## src/rtl/sample_scheduler.sv

```systemverilog
// Sample scheduler: buffers decoder samples in a FIFO and releases one to the modulator every
// CLKS_PER_SAMPLE clocks. Optional macro SAMPLE_SCHED_UNDERRUN_CNT_EN adds a saturating underrun_count.
module sample_scheduler #(
  parameter int DATA_WIDTH      = 8,
  parameter int FIFO_DEPTH      = 16,
  parameter int CLKS_PER_SAMPLE = 256
) (
  input  logic                          clk,
  input  logic                          rst,
  input  logic                          enable,
  input  logic [DATA_WIDTH-1:0]         in_sample,
  input  logic                          in_valid,
  output logic                          in_ready,
  output logic [DATA_WIDTH-1:0]         sample,
  output logic                          new_sample,
  output logic [$clog2(FIFO_DEPTH):0]   level,
  output logic                          underrun
`ifdef SAMPLE_SCHED_UNDERRUN_CNT_EN
  ,
  output logic [15:0]                   underrun_count
`endif
);

  localparam int AW = $clog2(FIFO_DEPTH);
  localparam int LW = AW + 1;
  localparam int TW = $clog2(CLKS_PER_SAMPLE);
  localparam logic [LW-1:0] FULL_LEVEL = LW'(FIFO_DEPTH);
  localparam logic [LW-1:0] HALF_LEVEL = LW'(FIFO_DEPTH / 2);
  localparam logic [LW-1:0] LEVEL_ONE  = LW'(1);
  localparam logic [AW-1:0] PTR_ONE    = AW'(1);
  localparam logic [TW-1:0] TICK_ONE   = TW'(1);
  localparam logic [TW-1:0] TICK_LAST  = TW'(CLKS_PER_SAMPLE - 1);

  typedef enum logic [1:0] {
    IDLE  = 2'd0,
    PRIME = 2'd1,
    RUN   = 2'd2
  } state_t;

  state_t                  state;
  logic [TW-1:0]           tick;
  logic [AW-1:0]           wr_ptr;
  logic [AW-1:0]           rd_ptr;
  logic [DATA_WIDTH-1:0]   mem [FIFO_DEPTH];
  logic                    wr_en;
  logic                    at_tc;
  logic                    pop;
  logic                    miss;

  // Terminal count is only honoured while still enabled, so an enable drop suppresses the pop.
  assign in_ready = (level != FULL_LEVEL);
  assign wr_en    = in_valid & in_ready;
  assign at_tc    = (state == RUN) & enable & (tick == TICK_LAST);
  assign pop      = at_tc & (level != '0);
  assign miss     = at_tc & (level == '0);

  // Sample storage; a write during reset is discarded.
  always_ff @(posedge clk) begin
    if (!rst && wr_en) begin
      mem[wr_ptr] <= in_sample;
    end
  end

  // FIFO pointers and occupancy.
  always_ff @(posedge clk) begin
    if (rst) begin
      wr_ptr <= '0;
      rd_ptr <= '0;
      level  <= '0;
    end else begin
      if (wr_en) begin
        wr_ptr <= wr_ptr + PTR_ONE;
      end
      if (pop) begin
        rd_ptr <= rd_ptr + PTR_ONE;
      end
      case ({wr_en, pop})
        2'b10:   level <= level + LEVEL_ONE;
        2'b01:   level <= level - LEVEL_ONE;
        default: level <= level;
      endcase
    end
  end

  // Scheduling FSM with registered sample, strobe and underrun pulse.
  always_ff @(posedge clk) begin
    if (rst) begin
      state      <= IDLE;
      tick       <= '0;
      sample     <= '0;
      new_sample <= 1'b0;
      underrun   <= 1'b0;
    end else begin
      new_sample <= 1'b0;
      underrun   <= 1'b0;
      if (!enable) begin
        state <= IDLE;
        tick  <= '0;
      end else begin
        case (state)
          IDLE: begin
            tick  <= '0;
            state <= PRIME;
          end
          PRIME: begin
            tick <= '0;
            if (level >= HALF_LEVEL) begin
              state <= RUN;
            end
          end
          RUN: begin
            if (at_tc) begin
              tick <= '0;
              if (pop) begin
                sample     <= mem[rd_ptr];
                new_sample <= 1'b1;
              end else begin
                underrun <= 1'b1;
                state    <= PRIME;
              end
            end else begin
              tick <= tick + TICK_ONE;
            end
          end
          default: begin
            state <= IDLE;
            tick  <= '0;
          end
        endcase
      end
    end
  end

`ifdef SAMPLE_SCHED_UNDERRUN_CNT_EN
  // Saturating count of underrun events.
  always_ff @(posedge clk) begin
    if (rst) begin
      underrun_count <= 16'h0000;
    end else if (miss && (underrun_count != 16'hFFFF)) begin
      underrun_count <= underrun_count + 16'h0001;
    end else begin
      underrun_count <= underrun_count;
    end
  end
`endif

endmodule
```

## config.mk

```make
export PLATFORM = sky130hd
export DESIGN_NAME = sample_scheduler
export DESIGN_NICKNAME = d
export VERILOG_FILES = /design/src/rtl/sample_scheduler.sv
export SDC_FILE = /design/constraint.sdc
export NUM_CORES = 1
export LEC_CHECK = 0
export ABC_AREA = 1
export ABC_CLOCK_PERIOD_IN_PS = 3100
export BUFFER_PORTS_ARGS = -buffer_cell sky130_fd_sc_hd__buf_2
export CAP_MARGIN = 20
export CORE_ASPECT_RATIO = 0.75
export CORE_MARGIN = 4
export CORE_UTILIZATION = 60
export CTS_CLUSTER_SIZE = 24
export DETAILED_ROUTE_END_ITERATION = 16
export GPL_ROUTABILITY_DRIVEN = 0
export MAX_ROUTING_LAYER = met4
export PLACE_DENSITY = 0.78
export SYNTH_ARGS = -nofsm -noshare
export SYNTH_HDL_FRONTEND = slang
export SYNTH_SLANG_ARGS = --single-unit
```

## constraint.sdc

```tcl
create_clock -name clk -period 3.1 [get_ports clk]
set_input_delay 0.31 -clock clk [delete_from_list [all_inputs] [get_ports clk]]
set_output_delay 0.31 -clock clk [all_outputs]
set_load 0.05 [all_outputs]
```

After elaboration in Yosys (flattened, before gate mapping)
Memory sizes are Yosys's and may differ from the RTL's. A register that Yosys moved wholly into a read port is not among the register bits. Cells that the tools add are included.

$add $sub $neg: 5. Order comparisons: 1. Equality and inequality tests: 9. Multiplexer cells: 9. Bitwise operators: 7. Reduce and logical (&&, ||, !) cells: 10.

Operator list (number): one-hot mux 5 bit (2 select lines) (1); adder 4 x 1 -> 4 bit, second input constant (2); adder 8 x 1 -> 8 bit, second input constant (1); == test 8 bit, second input constant (1); OR reduction 4 bit (2); 2-to-1 mux 2 bit (3); inequality test 2 bit, second input constant (3); one-hot mux 2 bit (3 select lines) (1); adder 5 x 1 -> 5 bit, second input constant (1); greater-or-equal comparator 5 x 4 -> 1 bit, second input constant (1); inequality test 5 bit, second input constant (1); nonzero test 5 bit (1); subtractor 5 x 1 -> 5 bit, second input constant (1); AND 1 bit (4); == test 2 x 1 -> 1 bit, second input constant (2); == test 2 bit, second input constant (2); 2-to-1 mux 1 bit (4); AND reduction 4 bit (1); inverter 1 bit (3); AND reduction 3 bit (1); logical NOT 2 bit (1); nonzero test 2 bit (1); OR reduction 2 bit (1); logical AND 1 bit (1); logical NOT 1 bit (1).

Register bits: 25. Memory bits (writable): 128. Bits of input ports: 12. Logic and storage cells: 49. Memories kept: 1.

Memories: mem (depth 16, width 8, read ports 1, clocked after Yosys merged registers in 1, wr ports 1, line 44) `logic [DATA_WIDTH-1:0] mem [FIFO_DEPTH];`.

Longest topological paths before layout
Depth after elaboration: 7. Gate-level depth with buffers: 18.

Worst setup path before layout
OpenSTA, ideal clock, no wires.

Kind: register to register. Start point: register level[4]. End point: register level[4]. Library setup time: 124 ps. Data arrival time: 2885 ps. Slack: 92 ps. Stages on the path, launching flop included: 14. Buffers on the path: 0. Period minus slack after synthesis: 3008 ps. Path through: dfxtp_1 nand4_1 nand2_2 ha_1 inv_1 fa_1 inv_1 nand2_1 a21oi_1 nor2_1 nand2_1 nand2_1 nand2_1 a21oi_1.

Word-level cells in the longest chain between the ends: 4.

RTL lines: start: declaration (line 16) `output logic [$clog2(FIFO_DEPTH):0] level,`; start signal: assignment (line 78) `2'b10: level <= level + LEVEL_ONE;`; start signal: assignment (line 79) `2'b01: level <= level - LEVEL_ONE;`; start signal: assignment (line 80) `default: level <= level;`; inequality test 5 bit (*) (line 51) `assign in_ready = (level != FULL_LEVEL);`; via in_ready (line 13) `output logic in_ready,`; AND 1 bit (*) (line 52) `assign wr_en = in_valid & in_ready;`; == test 2 x 1 -> 1 bit or == test 2 bit (tied branches) (line 77) `case ({wr_en, pop})`; one-hot mux 5 bit (2 select lines) or nonzero test 2 bit (tied branches).

Mark *: on every way through the listed nets, which the timed path passes. The rest lies on a longest branch. A chain may end at the register's enable or synchronous reset.

Final worst setup path
Start point: register tick[0]. End point: register level[4].

Word-level cells in the longest chain between the ends: 5.

RTL lines: start: declaration (line 41) `logic [TW-1:0] tick;`; start signal: assignment (line 122) `tick <= tick + TICK_ONE;`; == test 8 bit (*) (line 53) `assign at_tc = (state == RUN) & enable & (tick == TICK_LAST);`; AND 1 bit (*) (line 53); AND 1 bit (*) (line 54) `assign pop = at_tc & (level != '0);`; via pop (line 47) `logic pop;`; == test 2 x 1 -> 1 bit or == test 2 bit (tied branches) (line 77); one-hot mux 5 bit (2 select lines) or nonzero test 2 bit (tied branches).

Marked as above.

==> results.txt <==
status = complete, no violations
total wire length = 15800 um
Slew @ Worst Pin = 870 ps
Reg2Reg Depth = 18
fin crit period = 2800 ps
Cells after Synth = 738
Critical Path Most Common Cell = nand2_1
Slew Limit Fails = 0
Die Wd = 134 um
Setup TNS Final = 0 ps
clock sinks = 161
die height = 102 um
maximum vdd ir drop = 0.000622 V
Fmax = 357 MHz
Worst Min Path Start = in_valid
Core Footprint = 11600 um2
Max H-tree Level = 4
detailed router's first-iteration violation count = 547
Relative slew margins = 0.418
Synth Area in Simple Gates = 0.230
HP Class = input port to flip-flop
critical path startpoint category = flip-flop
Hold Crit Endpoint = wr_ptr[1]
IO Port Bufs = 27
antenna diode count = 0
kind of end point of the critical path = flip-flop
compound-gate portion of the synthesized area = 0.0280
Die ar. = 13700 um2
post-CTS setup buffer count = 0
clock latency on the worst-skew pair = 420 ps
most common cell after layout, fill and taps aside = nand2_1
Avg Cell Area, Syn = 9.64 um2
DP HPWL = 9790 um
worst hold slack = 255 ps
CTS tree = built
Synth Cell Area = 7110 um2
Overall Global Routing Usage = 0.249
adder-cell share of the synthesized area = 0.0204
largest net degree at the start of global routing = 67
Synth Flop Type = edfxtp_1
Unique masters post-synth = 30
area grow syn2layout = 12.2%
layout cells sized above 1 = 0.103
pwr dens = 565 nW/um2
clock skew = 10.2 ps
critical path type = flip-flop to flip-flop
clk slew on worst S/H paths = 60 ps
Static Leakage = 0.00335 uW
first-pass GRT wire length = 25000 um
worst path cell trace = ha_1 -> nand2_2 -> nor2_4 -> nand2_2 -> nor2_4 -> nand3_4 -> inv_2 -> ha_1 -> inv_1 -> fa_1 -> inv_1 -> nand2_1 -> a21oi_1 -> nor2_1 -> nand2_1 -> nand2_1 -> nand2_1 -> a21oi_1
slowest CP cell = fa_1
largest family of logic cells by synthesized area = simple AND/OR/NAND/NOR gates
Warnings, synthesis = 0
clock buffer count from CTS = 17
routed len/inst = 16.8 um
number of global-route vias before repair = 4865
drt drc = 0
Vias = 5084
initial antenna violation count = 0
FILL cells = 834
Hold-fix buffers, CTS = 0
Crit Path Max Fanout = 9
hold depth = 3
Fin. Hold Viols = 0
CP peak stage delay = 410 ps
Avg Vias per Cell = 5.42
starting density of the core = 0.615
EDFF count, synth = 128
sequential-to-total area share from yosys stat = 0.633
Crit path arrival time = 3100 ps
mux cell area share after synthesis = 0
CTS root buffer = clkbuf_16
CTS resizes = 0
antenna viol nets, final = 0
Tcrit/Tclk final = 0.904
Synth async-reset ratio = 0
syn_nets = 761
Final Setup Violations = 0
io pins = 28
Worst Setup SP = tick[0]
RSZ-0062 raised after global routing = no
R2R setup slack = 300 ps
FF-to-FF End = level[4]
Overflow after GRT = 0
Critical Path RT = 3400 ps
r2r startpoint = tick[0]
Max Buffers Root-to-Sink = 2
Synth Area in XOR/XNOR = 0.00862
Final #Nets = 786
number of max-cap violations = 0
post-synthesis register bit count = 161
First-pass DRT Iterations = 5
most frequent cells in the layout = nand2_1, edfxtp_1, inv_1
FP Rows = 34
[final cells by class]
class / instances / area, um2 / share of cell area
repair buffers: 34 / 228 / 0.0285
clock buffers: 24 / 526 / 0.0659
flip-flops and latches: 161 / 4510 / 0.565
inverters: 115 / 432 / 0.0541
multi-input cells: 434 / 2040 / 0.255
well taps: 162 / 203 / 0.0254
clock inverters: 8 / 46.3 / 0.00580
[cell families after synthesis]
family / Yosys count
buffers and inverters: 143
flip-flops: 161
XOR/XNOR: 7
AO/OA/AOI/OAI: 35
adder cells (fa/ha/maj): 11
AND/OR/NAND/NOR: 381
[per-stage QoR]
| stage | util | instance area (um2) | total power, uW | setup slack (ps) | cells |
|---|---|---|---|---|---|
| global route | 0.689 | 7980 | 4620 | 33.5 | 938 |
| detailed placement | 0.635 | 7350 | 2540 | 327 | 904 |
| finish | 0.689 | 7980 | 4510 | 297 | 938 |
| global placement | 0.635 | 7350 | 2530 | 519 | 904 |
| CTS | 0.685 | 7920 | 4510 | 296 | 936 |
| floorplan | - | 7110 | 2480 | 91.8 | 738 |
[worst max-delay path, delay by kind of cell (launching register included)]
family	cells	cell delay, ps
flops	1	360
simple gates	10	830
fa+ha+maj	3	920
compound gates	2	260
buf+inv	3	310
[report_power, final]
part | total (uW) | internal, uW | switching (uW)
Combinational | 135 | 30.5 | 105
Clock | 2010 | 1190 | 826
Sequential | 2360 | 2350 | 10.5
Total | 4510 | 3560 | 942
[worst max-delay path by stage]
| stage | cells after the start | endpoint |
|---|---|---|
| floorplan | 13 | level[4] |
| global placement | 18 | level[4] |
| global route | 18 | level[4] |
| detailed placement | 18 | level[4] |
| CTS | 18 | level[4] |
| finish | 18 | level[4] |
[sequential cells by signal, summed over array words and instances (netlist names)]
| register | cells |
|---|---|
| rd_ptr | 4 |
| mem | 128 |
| new_sample | 1 |
| state | 2 |
| tick | 8 |
| wr_ptr | 4 |
| sample | 8 |
| underrun | 1 |
| level | 5 |
[metal layers]
| metal | part of all wire | wire, um | track usage | vias up |
|---|---|---|---|---|
| li1 | - | - | - | 2431 |
| met1 | 0.42 | 6700 | 0.324 | 2448 |
| met2 | 0.49 | 7700 | 0.402 | 183 |
| met3 | 0.071 | 1120 | 0.0482 | 22 |
| met4 | 0.018 | 278 | 0.0806 | 0 |
| met5 | 0 | 0 | - | - |
[cells in the mapped netlist (all sizes together) (2+ instances only)]
library cell | n | share of area
xnor2 | 2 | 0.0025
nand2 | 228 | 0.12
inv | 112 | 0.059
nand3 | 104 | 0.075
dfxtp | 33 | 0.093
clkinv | 3 | 0.0016
ha | 10 | 0.018
nor3b | 2 | 0.0021
clkbuf | 4 | 0.0021
o21ai | 10 | 0.0070
edfxtp | 128 | 0.54
buf | 24 | 0.017
nor2 | 40 | 0.023
xor2 | 5 | 0.0062
nor3 | 3 | 0.0037
nand4 | 2 | 0.0018
a21oi | 23 | 0.019
No activity file was read; power rests on OpenSTA's default activity.
